===== src/rtl/pheap_level.sv =====
// One level of a pipelined max-heap: holds 2^(LEVEL-1) entries and pushes requests to the level below.
// Optional PHEAP_LEVEL_OCC_EN adds an 'occ' output counting active entries at this level.
module pheap_level #(
    parameter int LEVELS = 4,
    parameter int LEVEL  = 2,
    parameter int KW     = 16,
    parameter int VW     = 16,
    localparam int CW    = LEVELS,
    localparam int AW    = LEVEL - 1,
    localparam int KVW   = KW + VW,
    localparam int EW    = KW + VW + CW + 1
) (
    input  logic           clk,
    input  logic           rst,
    input  logic           up_start,
    input  logic [1:0]     up_op,
    input  logic [KVW-1:0] up_kv,
    input  logic [AW-1:0]  up_addr,
    input  logic [AW-1:0]  up_raddr,
    output logic [EW-1:0]  up_rdL,
    output logic [EW-1:0]  up_rdR,
    output logic [AW:0]    dn_raddr,
    input  logic [EW-1:0]  dn_rdL,
    input  logic [EW-1:0]  dn_rdR,
    output logic           dn_start,
    output logic [1:0]     dn_op,
    output logic [KVW-1:0] dn_kv,
    output logic [AW:0]    dn_addr,
    output logic [1:0]     done,
    output logic           busy,
    output logic           ovf
`ifdef PHEAP_LEVEL_OCC_EN
    ,
    output logic [AW+1:0]  occ
`endif
);
    // state | meaning
    // IDLE  | waiting for a request from the level above
    // EXEC  | one cycle: update own entry, optionally issue request below
    typedef enum logic {S_IDLE, S_EXEC} state_t;

    localparam logic [1:0] OP_LEQ = 2'b00, OP_DEQ = 2'b01, OP_ENQ_DEQ = 2'b10, OP_NOP = 2'b11;
    localparam logic [1:0] D_DONE = 2'b00, D_WAIT = 2'b01, D_NEXT = 2'b10;
    localparam logic [CW-1:0] RST_CAP = CW'((2 ** (LEVELS - LEVEL + 1)) - 1);
    localparam logic [EW-1:0] RST_ENTRY = {{KVW{1'b0}}, RST_CAP, 1'b0};

    state_t         r_state;
    logic [1:0]     r_op;
    logic [KVW-1:0] r_kv;
    logic [AW-1:0]  r_addr;
    logic [EW-1:0]  r_mem [2**AW];
    logic           r_dn_start, r_busy, r_ovf;
    logic [1:0]     r_dn_op, r_done;
    logic [KVW-1:0] r_dn_kv;
    logic [AW:0]    r_dn_addr;

    logic [AW-1:0]  w_pair;
    logic [EW-1:0]  w_e;
    logic [KVW-1:0] w_e_kv, w_cl_kv, w_cr_kv, w_ch_kv, w_hi_kv, w_lo_kv;
    logic [KW-1:0]  w_e_key, w_in_key, w_cl_key, w_cr_key, w_ch_key;
    logic [CW-1:0]  w_e_cap, w_cl_cap, w_cr_cap, w_cap_dec, w_cap_inc;
    logic           w_e_act, w_cl_act, w_cr_act, w_any_act, w_sel_r;
    logic           w_in_gt_e, w_leq_r, w_full, w_enq_keep;

    assign w_pair   = up_raddr & ~AW'(1);
    assign up_rdL   = r_mem[w_pair];
    assign up_rdR   = r_mem[w_pair | AW'(1)];
    assign dn_raddr = {r_addr, 1'b0};

    assign w_e      = r_mem[r_addr];
    assign w_e_kv   = w_e[EW-1 -: KVW];
    assign w_e_key  = w_e[EW-1 -: KW];
    assign w_e_cap  = w_e[CW:1];
    assign w_e_act  = w_e[0];
    assign w_in_key = r_kv[KVW-1 -: KW];

    assign w_cl_kv  = dn_rdL[EW-1 -: KVW];
    assign w_cl_key = dn_rdL[EW-1 -: KW];
    assign w_cl_cap = dn_rdL[CW:1];
    assign w_cl_act = dn_rdL[0];
    assign w_cr_kv  = dn_rdR[EW-1 -: KVW];
    assign w_cr_key = dn_rdR[EW-1 -: KW];
    assign w_cr_cap = dn_rdR[CW:1];
    assign w_cr_act = dn_rdR[0];

    // Larger active child, left wins ties; used by both DEQ and ENQ_DEQ.
    assign w_any_act  = w_cl_act | w_cr_act;
    assign w_sel_r    = w_cr_act & (~w_cl_act | (w_cr_key > w_cl_key));
    assign w_ch_kv    = w_sel_r ? w_cr_kv : w_cl_kv;
    assign w_ch_key   = w_sel_r ? w_cr_key : w_cl_key;
    assign w_enq_keep = ~w_any_act | (w_in_key > w_ch_key);

    assign w_in_gt_e = w_in_key > w_e_key;
    assign w_hi_kv   = w_in_gt_e ? r_kv : w_e_kv;
    assign w_lo_kv   = w_in_gt_e ? w_e_kv : r_kv;
    assign w_leq_r   = w_cr_cap > w_cl_cap;
    assign w_full    = (w_cl_cap == '0) && (w_cr_cap == '0);
    assign w_cap_dec = (w_e_cap == '0) ? '0 : w_e_cap - CW'(1);
    assign w_cap_inc = w_e_cap + CW'(1);

    always_ff @(posedge clk) begin
        if (rst) begin
            r_state    <= S_IDLE;
            r_op       <= OP_LEQ;
            r_kv       <= '0;
            r_addr     <= '0;
            r_dn_start <= 1'b0;
            r_dn_op    <= '0;
            r_dn_kv    <= '0;
            r_dn_addr  <= '0;
            r_ovf      <= 1'b0;
            r_busy     <= 1'b0;
            r_done     <= D_DONE;
            for (int i = 0; i < 2**AW; i++) r_mem[i] <= RST_ENTRY;
        end else begin
            r_dn_start <= 1'b0;
            r_dn_op    <= '0;
            r_dn_kv    <= '0;
            r_dn_addr  <= '0;
            r_ovf      <= 1'b0;
            case (r_state)
                S_IDLE: begin
                    if (up_start && up_op != OP_NOP) begin
                        r_state <= S_EXEC;
                        r_busy  <= 1'b1;
                        r_op    <= up_op;
                        r_kv    <= up_kv;
                        r_addr  <= up_addr;
                        r_done  <= D_WAIT;
                    end else begin
                        r_done  <= D_DONE;
                    end
                end
                S_EXEC: begin
                    r_state <= S_IDLE;
                    r_busy  <= 1'b0;
                    r_done  <= D_DONE;
                    case (r_op)
                        OP_LEQ: begin
                            if (!w_e_act) begin
                                r_mem[r_addr] <= {r_kv, w_cap_dec, 1'b1};
                            end else if (w_full) begin
                                r_mem[r_addr] <= {w_hi_kv, w_e_cap, 1'b1};
                                r_ovf         <= 1'b1;
                            end else begin
                                r_mem[r_addr] <= {w_hi_kv, w_cap_dec, 1'b1};
                                r_dn_start    <= 1'b1;
                                r_dn_op       <= OP_LEQ;
                                r_dn_kv       <= w_lo_kv;
                                r_dn_addr     <= {r_addr, w_leq_r};
                                r_done        <= D_NEXT;
                            end
                        end
                        OP_DEQ: begin
                            if (!w_any_act) begin
                                r_mem[r_addr] <= {{KVW{1'b0}}, w_cap_inc, 1'b0};
                            end else begin
                                r_mem[r_addr] <= {w_ch_kv, w_cap_inc, 1'b1};
                                r_dn_start    <= 1'b1;
                                r_dn_op       <= OP_DEQ;
                                r_dn_addr     <= {r_addr, w_sel_r};
                                r_done        <= D_NEXT;
                            end
                        end
                        default: begin
                            if (w_enq_keep) begin
                                r_mem[r_addr] <= {r_kv, w_e_cap, 1'b1};
                            end else begin
                                r_mem[r_addr] <= {w_ch_kv, w_e_cap, 1'b1};
                                r_dn_start    <= 1'b1;
                                r_dn_op       <= OP_ENQ_DEQ;
                                r_dn_kv       <= r_kv;
                                r_dn_addr     <= {r_addr, w_sel_r};
                                r_done        <= D_NEXT;
                            end
                        end
                    endcase
                end
                default: r_state <= S_IDLE;
            endcase
        end
    end

    assign dn_start = r_dn_start;
    assign dn_op    = r_dn_op;
    assign dn_kv    = r_dn_kv;
    assign dn_addr  = r_dn_addr;
    assign done     = r_done;
    assign busy     = r_busy;
    assign ovf      = r_ovf;

`ifdef PHEAP_LEVEL_OCC_EN
    logic [AW+1:0] r_occ;
    logic          w_occ_inc, w_occ_dec;

    // A DEQ on an already empty entry leaves the count alone.
    assign w_occ_inc = (r_state == S_EXEC) && (r_op == OP_LEQ) && !w_e_act;
    assign w_occ_dec = (r_state == S_EXEC) && (r_op == OP_DEQ) && !w_any_act && w_e_act;

    always_ff @(posedge clk) begin
        if (rst)            r_occ <= '0;
        else if (w_occ_inc) r_occ <= r_occ + (AW+2)'(1);
        else if (w_occ_dec) r_occ <= r_occ - (AW+2)'(1);
    end

    assign occ = r_occ;
`endif
endmodule

===== config.mk =====
export PLATFORM = sky130hd
export DESIGN_NAME = pheap_level
export DESIGN_NICKNAME = d
export VERILOG_FILES = /design/src/rtl/pheap_level.sv
export SDC_FILE = /design/constraint.sdc
export NUM_CORES = 1
export LEC_CHECK = 0
export ABC_AREA = 1
export BUFFER_PORTS_ARGS = -buffer_cell sky130_fd_sc_hd__buf_2
export CORE_UTILIZATION = 40
export DETAILED_ROUTE_END_ITERATION = 10
export GPL_TIMING_DRIVEN = 0
export PLACE_DENSITY = 0.73
export SYNTH_ARGS = -nofsm -noshare
export SYNTH_HDL_FRONTEND = slang
export SYNTH_SLANG_ARGS = --single-unit
export TNS_END_PERCENT = 30

===== constraint.sdc =====
create_clock -name clk -period 9.43 [get_ports clk]
set_input_delay 0.943 -clock clk [delete_from_list [all_inputs] [get_ports clk]]
set_output_delay 0.943 -clock clk [all_outputs]
set_load 0.005 [all_outputs]

After elaboration in Yosys (flattened, before gate mapping):

Memory sizes are Yosys's and may differ from the RTL's. A register that Yosys moved wholly into a read port is not among the register bits.
Index checks and enable logic that the tools add are counted.

* output and inout port bits: 117
* RAM bits: 74
* bits in registers: 77
* memories kept: 1
* input port bits: 113
* logic and storage cells: 122

* add/subtract/negate cells: 2
* bitwise logic cells: 13
* muxes and demuxes: 78
* $lt $le $gt $ge: 4
* equality and inequality tests: 3
* reduce and logical (&&, ||, !) cells: 10

Memory list
* r_mem: words 2, width 37, read ports 3, clocked after memory_dff 1, wr ports 2, RTL line 51 `logic [EW-1:0] r_mem [2**AW];`

Operators with widths (number)
* two-way mux 37 bit: 7
* two-way mux 32 bit: 6
* one-hot mux 32 bit (2 select lines): 1
* greater-than comparator 16 bit: 3
* two-way mux 1 bit: 47
* OR reduction 37 bit: 1
* two-way mux 16 bit: 1
* two-way mux 2 bit: 8
* one-hot mux 2 bit (2 select lines): 4
* zero test 4 bit: 3
* OR 1 bit: 9
* one-hot mux 1 bit (2 select lines): 3
* adder 4 x 1 -> 4 bit (second input constant): 1
* greater-than comparator 4 bit: 1
* two-way mux 4 bit: 1
* inequality test 2 bit (second input constant): 2
* OR reduction 2 bit: 2
* subtractor 4 x 1 -> 4 bit (second input constant): 1
* NOT 1 bit: 3
* == test 2 x 1 -> 1 bit (second input constant): 1
* logical AND 1 bit: 2
* zero test 2 bit: 1
* AND reduction 2 bit: 1
* AND 1 bit: 1

Longest topological paths before layout:

Gate-level depths: netlist of the first run.

* depth after elaboration: 16
* depth in mapped cells: 37
* mapped depth without buffers: 35

Worst setup path before layout of the first run:

No wires, ideal clock.

* path kind: input to register
* start: input dn_rdL[36]
* end: memory r_mem[1][10] (netlist name) (data pin)
* required time: 9160 ps
* buffers on the path: 2
* data arrival time: 3663 ps
* setup time: 270 ps
* stages: 26
* setup slack: 5497 ps
* path through: inv_1 ha_1 nand2_1 nor3_1 nand2_1 nand2_1 nand2_1 nand2_2 nand2_1 buf_4 or2_2 nand2_1 ha_1 nand2_1 inv_1 o21ai_0 a21oi_1 nor2_1 nand2_1 nand2_1 nand2_1 nand2_1 buf_1 nand2_1 nand2_1 a21oi_1

RTL lines
* from (decl): RTL line 23 `input logic [EW-1:0] dn_rdL,`
* to (decl): RTL line 51

==> results.md, run 1 <==
* Outcome: completed
* Clock transition at path regs at 70 ps
* R2R cell count at 18
* Most common cell in the netlist: nand2_1
* Synth Instances at 1,242
* HP Class: reg2reg
* Worst path most repeated cell: nand2_1
* Clock Tree Buf Depth at 2
* Worst EP required at 9580 ps
* CP max stage cell: buf_1
* WHS at 489 ps
* Synth cell types at 38
* Synth Register Bits at 150
* Synth Cell Area at 0.00926 sq mm
* Worst Skew at 12.9 ps
* Kind of start point of the critical path: input port
* DP HPWL at 24,100 um
* Synth warn at 0
* # Post-CTS Setup Buffers at 0
* Crit share post-route at 55.3%
* DR iter-0 viols at 1,085
* Total track usage at 27.0%
* Clock Sink Count at 150
* # rows at 55
* # port buffers at 227
* Clock root cell: clkbuf_16
* Largest cells by area after synthesis: edfxtp_1 24%, dfxtp_1 16%, nand2_1 13%, a21oi_1 8.3%, ha_1 7.4%
* Share of layout cells above drive strength 1 at 21.3%
* DR vias at 9,704
* Initial antenna violation count at 1
* Post-route DRC at 0
* Max Freq at 192 MHz
* CTS resizes at 0
* Global placement routability congestion at 0.911
* Pin count of the biggest net entering global routing at 21
* # hold bufs at CTS at 0
* Maximum ir drop on the vdd rail at 0.0919 mV
* LEAKAGE at 5.44 nW
* R2R Path End: r_mem[0][34]$_SDFFCE_PN0P_
* Clk Latency, worst-skew pair at 440 ps
* Crit path max fanout at 10
* Slew Viols, Final at 0
* Worst Hold Path EP: dn_kv[11]$_SDFF_PP0_
* CTS H-tree lvls at 4
* First-pass GRT wire length at 48,700 um
* Power Density at 159 mW/mm^2
* Hold Path Origin: r_kv[11]$_SDFFE_PP0P_
* DR pass1 iterations at 8
* Number of synthesized flops with an enable pin at 74
* Max-slew headroom at 48.7%
* Placed cell area at 0.0108 sq mm
* CP Capture Type: flop
* Final WL at 32,400 um
* Most instantiated cells after synthesis: 323 x nand2_1, 153 x a21oi_1, 145 x inv_1
* Max-Cap Viols at 0
* Area share of the largest cell type after synthesis at 24.0%
* Min cycle time layout at 5220 ps
* Worst Tran Pin Value at 769 ps
* Total Nets Final at 1,658
* Starting Density at 40.9%
* Critical path class: in2reg
* Final hold violation count at 0
* Post-Syn Nets at 1,410
* R2R setup slack at 5500 ps
* CTS tree: built
* Primary FF master, synth: dfxtp_1
* Final setup vio count at 0
* Area of the core at 0.0226 sq mm
* Area Growth Syn to Fin at 22.9%
* Num CTS Buffers at 17
* Post-Layout Cell Count at 1,789
* Die area at 0.0238 sq mm
* Hold Crit Depth at 2
* Num ports at 230
* Remaining antenna violation count after routing at 0
* Post-Syn Area per Cell at 7.46 sq um
* Placed insts at 1,756
* Final Cell Area at 0.0114 sq mm
* CP max stage delay at 540 ps
* WL per Instance at 18.1 um
* Chip width at 154 um
* Setup TNS at 0 ps
* Vias/cell at 5.42
* Cell taking the most area after synthesis: edfxtp_1
* RSZ-0062 raised after global routing: false
* Vias in the first global route at 8,986
* Worst Path Arrival at 5370 ps
* Ys async rst share at 0%
* Die height at 154 um
* Sequential fraction of the synthesis area at 40.4%
* Gr ovfl total at 0
==> state kept, by name, indices dropped and copies added, names as in the netlist, named ones only <==
signal and cells:
r_op 2, r_kv 32, dn_kv 32, r_state 1, dn_start 1, ovf 1, dn_addr 2, r_addr 1
busy 1, r_mem 74, dn_op 2
==> cell families (layout without fill, tap and decap cells) <==
family | Yosys count | count (layout) | share of synthesized area (%)
fa+ha+maj | 55 | 55 | 7.43
compound gates | 289 | 289 | 16.4
mux | 32 | 32 | 3.46
other cells | 1 | 2 | 0.0405
buf+inv | 223 | 484 | 9.73
xor+xnor | 2 | 2 | 0.189
simple gates | 490 | 490 | 22.3
flops | 150 | 150 | 40.4
==> worst max path at each step <==
| stage | startpoint | end | depth (start not counted) |
|---|---|---|---|
| after floorplan | dn_rdL[36] | r_mem[1][10]$_SDFFCE_PN0P_ | 26 |
| after global placement | dn_rdL[36] | r_mem[0][34]$_SDFFCE_PN0P_ | 26 |
| after detailed placement | dn_rdL[36] | r_mem[0][7]$_SDFFCE_PN0P_ | 26 |
| after CTS | dn_rdL[36] | r_mem[0][7]$_SDFFCE_PN0P_ | 26 |
| after global routing | dn_rdL[36] | r_mem[0][28]$_SDFFCE_PN0P_ | 26 |
| final | dn_rdL[36] | r_mem[0][31]$_SDFFCE_PN0P_ | 27 |
==> cell usage in the layout, fill, tap and decap left out, types with 2 or more instances in the layout <==
cell type,n
inv_2,3
nand2_2,5
clkinv_2,2
or2_2,14
nand3_1,95
buf_16,2
mux2i_1,32
buf_1,5
o21ai_1,13
nand4_1,6
nand3b_1,4
o21a_1,3
clkinv_1,2
ha_1,55
inv_1,145
nand2_1,321
nor3_1,4
o21ai_0,94
o21bai_1,2
clkbuf_1,36
inv_8,2
buf_4,6
o22ai_1,2
o211ai_1,20
edfxtp_1,74
clkinv_4,5
a21oi_1,153
buf_2,254
dfxtp_1,76
clkbuf_16,17
nor2_1,35
==> worst max-delay path, delay by kind of cell <==
| kind | cells | cell delay [ps] |
|---|---|---|
| adder cells (fa/ha/maj) | 2 | 550 |
| buffers and inverters | 6 | 1370 |
| AO/OA/AOI/OAI | 3 | 250 |
| AND/OR/NAND/NOR | 16 | 2210 |
==> where the power goes <==
group	switching (W)	internal, W
Combinational	0.000257	0.000131
Clock	0.000298	0.000375
Sequential	0.0000277	0.000717
==> final cells by class <==
type	count	area, sq um
flip-flops and latches	150	3740
multi-input cells	869	4620
inverters	150	563
fillers	2199	11300
clock inverters	12	123
diodes	1	2.50
well taps	285	357
clock buffers	20	447
repair buffers	229	1190
plain buffers	73	338
==> metal layers <==
layer	share of wire (%)	GRT usage, %
met1	42	35.0
met2	46	43.6
met3	8.2	4.76
met4	4.0	13.0
met5	0	0
==> through the flow <==
step                      power (W)  setup WS (ps)  util (%)
final                       0.00181           4210      50.3
after global routing        0.00189           4000      50.3
after CTS                   0.00180           4370      50.3
after detailed placement    0.00114           3960      47.8
after global placement      0.00113           3990      47.5
after floorplan            0.000990           5500         -
Power figures use the tool's default switching activity.
==> inputs of run 2 (changes only) <==
--- a/config.mk
+++ b/config.mk
@@ -5,12 +5,12 @@
 export SDC_FILE = /design/constraint.sdc
 export NUM_CORES = 1
 export LEC_CHECK = 0
-export ABC_AREA = 1
+export ABC_AREA = 0
 export BUFFER_PORTS_ARGS = -buffer_cell sky130_fd_sc_hd__buf_2
 export CORE_UTILIZATION = 40
 export DETAILED_ROUTE_END_ITERATION = 10
 export GPL_TIMING_DRIVEN = 0
-export PLACE_DENSITY = 0.73
+export PLACE_DENSITY = 0.74
 export SYNTH_ARGS = -nofsm -noshare
 export SYNTH_HDL_FRONTEND = slang
 export SYNTH_SLANG_ARGS = --single-unit
==> constraint.sdc (replaced) <==
create_clock -name clk -period 4.9 [get_ports clk]
set_input_delay 0.49 -clock clk [delete_from_list [all_inputs] [get_ports clk]]
set_output_delay 0.49 -clock clk [all_outputs]
set_load 0.005 [all_outputs]
==> run 2 against run 1 <==
  * Via count fell by 20%
  * Highest routed layer is now met5
  * Cell count down 22%
  * Routed wire length shrank 18%
  * Synthesized cell count decreased by 30%
  * Hold slack worse by 190 ps
  * Cell area down 8.4%
  * Largest power group unchanged
  * Clock power is 91% higher
  * Sequential share of layout area rose by 3.0 points
  * Setup slack worse by 3900 ps
  * Area after synthesis decreased by 10%
==> results.md, run 2 <==
* Outcome: completed (unchanged)
* Worst Tran Pin Value at 1100 ps (was 769 ps)
* Sequential fraction of the synthesis area at 45.1% (was 40.4%)
* Vias/cell at 5.54 (was 5.42)
* Synth Cell Area at 0.00831 sq mm (was 0.00926 sq mm)
* Fill cell count at 1,849 (was 2,199)
* Area share of the largest cell type after synthesis at 26.7% (was 24.0%)
* Most common cell in the netlist: nand2_1 (unchanged)
* Worst Hold Path EP: r_kv[18]$_SDFFE_PP0P_ (was dn_kv[11]$_SDFF_PP0_)
* Synth cell types at 60 (was 38)
* Crit path max fanout at 10 (unchanged)
* Worst Skew at 8.20 ps (was 12.9 ps)
* DR vias at 7,745 (was 9,704)
* Total track usage at 24.7% (was 27.0%)
* Die area at 0.0213 sq mm (was 0.0238 sq mm)
* Seq. cell area at 0.00374 sq mm (unchanged)
* Psw at 0.000860 W (was 0.000583 W)
* Combinational Power Share at 15.5% (was 21.5%)
* Final hold violation count at 0 (unchanged)
* DR iter-0 viols at 649 (was 1,085)
* Switch share at 27.1% (was 32.3%)
* CTS tree: built (unchanged)
* Most instantiated cells after synthesis: 118 x nand2_1, 92 x a21oi_1, 76 x dfxtp_1 (was 323 x nand2_1, 153 x a21oi_1, 145 x inv_1)
* Clk pwr share at 40.5% (was 37.3%)
* R2R Path End: r_mem[1][29]$_SDFFCE_PN0P_ (was r_mem[0][34]$_SDFFCE_PN0P_)
* Synth Instances at 864 (was 1,242)
* Clock root cell: clkbuf_16 (unchanged)
* Max Freq at 219 MHz
* Vias in the first global route at 7,466 (was 8,986)
* Most frequent cells in the layout: 237 x buf_2, 118 x nand2_1, 92 x a21oi_1 (was 321 x nand2_1, 254 x buf_2, 153 x a21oi_1)
* Chip width at 146 um (was 154 um)
* Clock Sink Count at 150 (unchanged)
* Post-route DRC at 0 (unchanged)
* Hold Crit Depth at 3 (was 2)
* Clk Latency, worst-skew pair at 430 ps (was 440 ps)
* Cell taking the most area after synthesis: edfxtp_1 (unchanged)
* Num CTS Buffers at 17 (unchanged)
* Slew Viols, Final at 0 (unchanged)
* Initial antenna violation count at 3 (was 1)
* WL per Instance at 19.1 um (was 18.1 um)
* Flop pwr share at 44.0% (was 41.2%)
* Global placement routability congestion at 0.907 (was 0.911)
* HP Class: in2reg (was reg2reg)
* Placed insts at 1,362 (was 1,756)
* Critical path class: in2reg (unchanged)
* # rows at 52 (was 55)
* Clock Tree Buf Depth at 2 (unchanged)
* Crit share post-route at 93.4%
* Area of the core at 0.0203 sq mm (was 0.0226 sq mm)
* CP Capture Type: flop (unchanged)
* Final setup vio count at 0 (unchanged)
* Worst Path Arrival at 4740 ps (was 5370 ps)
* LEAKAGE at 4.33 nW (was 5.44 nW)
* Power Density at 304 mW/mm^2 (was 159 mW/mm^2)
* Max-slew headroom at 26.5% (was 48.7%)
* Largest cells by area after synthesis: edfxtp_1 27%, dfxtp_1 18%, ha_1 8.3%, a21oi_1 5.5%, nand2_1 5.3% (was edfxtp_1 24%, dfxtp_1 16%, nand2_1 13%, a21oi_1 8.3%, ha_1 7.4%)
* Ys async rst share at 0% (unchanged)
* DR pass1 iterations at 5 (was 8)
* Max-Cap Viols at 0 (unchanged)
* Die height at 146 um (was 154 um)
* Post-Syn Area per Cell at 9.62 sq um (was 7.46 sq um)
* DP HPWL at 19,800 um (was 24,100 um)
* First-pass GRT wire length at 40,100 um (was 48,700 um)
* Num ports at 230 (unchanged)
* Commonest non-fill, non-tap cell in the layout: buf_2 (was nand2_1)
* Post-Layout Cell Count at 1,399 (was 1,789)
* Number of synthesized flops with an enable pin at 74 (unchanged)
* Final WL at 26,700 um (was 32,400 um)
* Total Nets Final at 1,281 (was 1,658)
* R2R setup slack at 600 ps (was 5500 ps)
* Gr ovfl total at 0 (unchanged)
* Primary FF master, synth: dfxtp_1 (unchanged)
* Largest register FFs at 74 (unchanged)
* Pin count of the biggest net entering global routing at 38 (was 21)
* Share of layout cells above drive strength 1 at 31.3% (was 21.3%)
* Kind of start point of the critical path: input port (unchanged)
* Setup TNS at 0 ps (unchanged)
* Synth warn at 0 (unchanged)
* Maximum ir drop on the vdd rail at 0.139 mV (was 0.0919 mV)
* R2R cell count at 13 (was 18)
* Post-Syn Nets at 1,032 (was 1,410)
* CTS H-tree lvls at 4 (unchanged)
* # hold bufs at CTS at 0 (unchanged)
* Area Growth Syn to Fin at 25.5% (was 22.9%)
* Min cycle time layout at 4580 ps
* Multi-input gate area at 0.00413 sq mm (was 0.00462 sq mm)
* Worst EP required at 5070 ps (was 9580 ps)
* Starting Density at 40.9% (about the same)
* Int Pwr at 0.00232 W (was 0.00122 W)
* Top reg by flops: r_mem (unchanged)
* Remaining antenna violation count after routing at 0 (unchanged)
* Synth Register Bits at 150 (unchanged)
* # port buffers at 227 (unchanged)
* RSZ-0062 raised after global routing: false (unchanged)
* Hold Path Origin: up_kv[18] (was r_kv[11]$_SDFFE_PP0P_)
* Clock transition at path regs at 60 ps (was 70 ps)
[run 2: cell types whose count changed in the layout (fill, tap and decap cells not counted), sizes merged, moves of 12 or more]
| cell | change |
|---|---|
| nand2 | -208 |
| inv | -113 |
| nand3 | -76 |
| o22ai | +60 |
| o21ai | -49 |
| a21oi | -47 |
| mux2 | +31 |
| o211ai | -17 |
| buf | -12 |
[run 2: cell type report]
cell class | instances | share of cell area [%]
Multi-Input combinational cell | 619 | 39.6
Sequential cell | 150 | 35.9
Timing Repair Buffer | 230 | 11.2
Clock buffer | 20 | 4.28
Tap cell | 270 | 3.24
Buffer | 58 | 3.16
Inverter | 37 | 1.33
Clock inverter | 12 | 1.22
Antenna cell | 3 | 0.0720
[run 2: logic make-up after synthesis]
family                   count (synthesis)  synth area share [%]
multiplexers                            74                  9.52
AO/OA/AOI/OAI                          256                  18.4
flip-flops                             150                  45.1
XOR/XNOR                                 1                 0.105
AND/OR/NAND/NOR                        232                  13.1
adder cells (fa/ha/maj)                 55                  8.28
other                                    1                0.0451
buffers and inverters                   95                  5.47
[run 2: per-layer routing]
metal	track usage (%)	wire length (um)	share of wire, %
met2	40.5	12500	47
met5	0	10	0.037
met1	31.0	11200	42
met3	5.56	2140	8.0
met4	11.3	898	3.4
[run 2: worst max-delay path by stage]
stage	startpoint	endpoint	cells after the start
2_1_floorplan	dn_rdL[35]	r_mem[1][10]$_SDFFCE_PN0P_	19
3_3_place_gp	dn_rdL[35]	r_mem[1][10]$_SDFFCE_PN0P_	20
3_5_place_dp	dn_rdL[35]	r_mem[1][29]$_SDFFCE_PN0P_	20
4_1_cts	dn_rdL[35]	r_mem[1][29]$_SDFFCE_PN0P_	20
5_1_grt	dn_rdL[35]	dn_kv[11]$_SDFF_PP0_	20
6_report	dn_rdL[35]	r_mem[0][11]$_SDFFCE_PN0P_	20
[run 2: what timing repair did]
action | 4_1_cts | 5_1_grt
gates resized for setup | 0 | 14
hold endpoints to repair | 0 | 0
setup buffers | 0 | 2
setup endpoints to repair | 0 | 90
[run 2: stage by stage]
step	setup WS, ps	cell area, sq um	total power [W]	hold WS [ps]	util, %
after global routing	8.56	10400	0.00329	291	51.4
after global placement	-195	9780	0.00189	454	48.2
after detailed placement	-288	9800	0.00190	461	48.3
after floorplan	585	8310	0.00171	445	-
final	323	10400	0.00317	297	51.4
after CTS	98.8	10400	0.00317	284	51.1
[run 2: critical path, cell delays in order]
cell and delay, ps:
buf_2 90, inv_1 40, ha_1 320, a21oi_1 140, a21boi_0 90, or4b_1 520, o311a_1 370, buf_6 160
buf_6 170, nor2_1 120, a21oi_2 70, ha_1 330, nand4_2 170, nor4_4 360, nand4_1 210, or2_1 320
a21oi_4 200, nand3b_1 180, clkbuf_4 280, o22ai_1 100
[run 2: power by group through the flow]
stage | registers [W] | logic (W) | clock network (W)
finish | 0.00140 | 0.000492 | 0.00129
CTS | 0.00140 | 0.000484 | 0.00129
floorplan | 0.00142 | 0.000292 | 0
detailed placement | 0.00142 | 0.000480 | 0
global route | 0.00140 | 0.000539 | 0.00134
global placement | 0.00142 | 0.000468 | 0
==> inputs of run 3 (changes only) <==
--- a/config.mk
+++ b/config.mk
@@ -8,6 +8,7 @@
 export ABC_AREA = 0
 export BUFFER_PORTS_ARGS = -buffer_cell sky130_fd_sc_hd__buf_2
 export CORE_UTILIZATION = 40
+export CTS_BUF_LIST = sky130_fd_sc_hd__clkbuf_8
 export DETAILED_ROUTE_END_ITERATION = 10
 export GPL_TIMING_DRIVEN = 0
 export PLACE_DENSITY = 0.74
==> run 3 against run 2 <==
  * Non-clock buffer count is the same
  * Critical path depth is the same
  * First-iteration DRC count increased by 8.9%
  * Clock power is 27% lower
  * Combinational power about the same
  * Die area is the same
  * Largest cell class unchanged
  * Clock-buffer cell count is 2 lower
  * Clock skew is 2.9 ps higher
  * Largest power group unchanged
  * Flip-flop and latch count stayed put
  * Fmax up 1.4%
  * Cell area is 1.9% lower
  * Total power decreased by 11%
==> results.md, run 3 (same netlist as run 2, synthesis figures left out) <==
* Final WL at 26,600 um (was 26,700 um)
* Most Crowded Layer GR: met2 (unchanged)
* Vias in the first global route at 7,453 (was 7,466)
* HP Class: in2reg (unchanged)
* Maximum ir drop on the vdd rail at 0.127 mV (was 0.139 mV)
* Crit share post-route at 92.1% (was 93.4%)
* Largest register FFs at 74 (unchanged)
* DR pass1 iterations at 5 (unchanged)
* Max Freq at 222 MHz (was 219 MHz)
* Initial antenna violation count at 3 (unchanged)
* DR iter-0 viols at 707 (was 649)
* Final setup vio count at 0 (unchanged)
* CP Capture Type: flop (unchanged)
* Num ports at 230 (unchanged)
* Vias/cell at 5.56 (was 5.54)
* Fill cell count at 1,877 (was 1,849)
* Worst Skew at 11.1 ps (was 8.20 ps)
* Clock transition at path regs at 90 ps (was 60 ps)
* Kind of start point of the critical path: input port (unchanged)
* Seq. cell area at 0.00374 sq mm (unchanged)
* Area of the core at 0.0203 sq mm (unchanged)
* Final core utilization at 50.4% (was 51.4%)
* Outcome: completed (unchanged)
* Area Growth Syn to Fin at 23.2% (was 25.5%)
* Commonest non-fill, non-tap cell in the layout: buf_2 (unchanged)
* Top reg by flops: r_mem (unchanged)
* Final hold violation count at 0 (unchanged)
* Starting Density at 40.9% (unchanged)
* First-pass GRT wire length at 39,900 um (was 40,100 um)
* Pin count of the biggest net entering global routing at 38 (unchanged)
* Share of layout cells above drive strength 1 at 31.3% (unchanged)
* Worst EP required at 5100 ps (was 5070 ps)
* Total track usage at 24.6% (was 24.7%)
* WL per Instance at 19.0 um (was 19.1 um)
* Grt met3 use at 5.50% (was 5.56%)
* DP HPWL at 19,800 um (unchanged)
* Placed insts at 1,362 (unchanged)
* GRT met1 Usage at 30.6% (was 31.0%)
* Slew Viols, Final at 0 (unchanged)
* Num CTS Buffers at 17 (unchanged)
* Post-Layout Cell Count at 1,399 (unchanged)
* Power Density at 276 mW/mm^2 (was 304 mW/mm^2)
* Setup TNS at 0 ps (unchanged)
* Worst Path Arrival at 4710 ps (was 4740 ps)
* Clk Latency, worst-skew pair at 470 ps (was 430 ps)
* # hold bufs at CTS at 0 (unchanged)
* Min cycle time layout at 4510 ps (was 4580 ps)
* Global placement routability congestion at 0.907 (unchanged)
* Chip width at 146 um (unchanged)
* DR vias at 7,778 (was 7,745)
* Critical path class: in2reg (unchanged)
* Clock Tree Buf Depth at 2 (unchanged)
* RSZ-0062 raised after global routing: false (unchanged)
* LEAKAGE at 4.25 nW (was 4.33 nW)
* Gr ovfl total at 0 (unchanged)
* Max-Cap Viols at 0 (unchanged)
* # rows at 52 (unchanged)
* Crit path max fanout at 10 (unchanged)
* Die height at 146 um (unchanged)
* CP Launch Point: dn_rdL[35] (unchanged)
* Most frequent cells in the layout: 237 x buf_2, 118 x nand2_1, 92 x a21oi_1 (unchanged)
* Multi-input gate area at 0.00413 sq mm (unchanged)
* Hold Path Origin: up_kv[18] (unchanged)
* Clock root cell: clkbuf_8 (was clkbuf_16)
* Max-slew headroom at 27.6% (was 26.5%)
* Total Nets Final at 1,281 (unchanged)
* CTS tree: built (unchanged)
* Die area at 0.0213 sq mm (unchanged)
* # port buffers at 227 (unchanged)
* Post-route DRC at 0 (unchanged)
* Met2 GRT Util at 39.8% (was 40.5%)
* Worst Tran Pin Value at 1090 ps (was 1100 ps)
* CTS H-tree lvls at 4 (unchanged)
* Clock Sink Count at 150 (unchanged)
* Remaining antenna violation count after routing at 0 (unchanged)
## run 3: report_power, final
| group | internal (W) | total [W] | switching, W |
|---|---|---|---|
| Combinational | 0.000193 | 0.000490 | 0.000297 |
| Clock | 0.000459 | 0.000941 | 0.000481 |
| Sequential | 0.00136 | 0.00139 | 0.0000361 |
| Total | 0.00201 | 0.00283 | 0.000815 |
## run 3: cell type report
cell class | instances | share of cell area, %
Buffer | 58 | 3.19
Clock inverter | 14 | 1.32
Sequential cell | 150 | 36.6
Multi-Input combinational cell | 619 | 40.3
Antenna cell | 3 | 0.0734
Tap cell | 270 | 3.30
Timing Repair Buffer | 230 | 11.4
Clock buffer | 18 | 2.42
Inverter | 37 | 1.36
## run 3: timing repair
action                                  4_1_cts  5_1_grt
endpoints found under the hold margin         0        0
buffers inserted                              0        2
resized for setup                             0       12
endpoints found under the setup margin        0       85
## run 3: worst paths after layout
kind                                                    to  cells after the start  slack (ps)
worst min-delay path                 r_kv[18]$_SDFFE_PP0P_                      3         250
worst min register to register        r_kv[4]$_SDFFE_PP0P_                      2         470
worst max register to register  r_mem[1][31]$_SDFFCE_PN0P_                     14         570
worst max-delay path            r_mem[0][27]$_SDFFCE_PN0P_                     20         390
## run 3: layer usage
layer	share of wire, %	wire length [um]
met4	3.7	982
met3	8.1	2160
met5	0.038	10
met1	42	11100
met2	46	12400
## run 3: critical path, stage by stage
cell and delay (ps):
buf_2 90, inv_1 40, ha_1 320, a21oi_1 140
a21boi_0 90, or4b_1 520, o311a_1 370, buf_6 160
buf_6 170, nor2_1 120, a21oi_2 70, ha_1 320
nand4_2 160, nor4_4 360, nand4_1 210, or2_1 320
a21oi_4 200, nand3b_1 180, clkbuf_4 270, o22ai_1 100
## run 3: per-stage QoR
stage | cell area, sq um | power (W) | worst slack [ps] | hold slack [ps]
floorplan | 8310 | 0.00171 | 585 | 445
finish | 10200 | 0.00283 | 387 | 251
global route | 10200 | 0.00294 | 19.1 | 238
CTS | 10200 | 0.00283 | 185 | 228
detailed placement | 9800 | 0.00190 | -288 | 461
global placement | 9780 | 0.00189 | -195 | 454
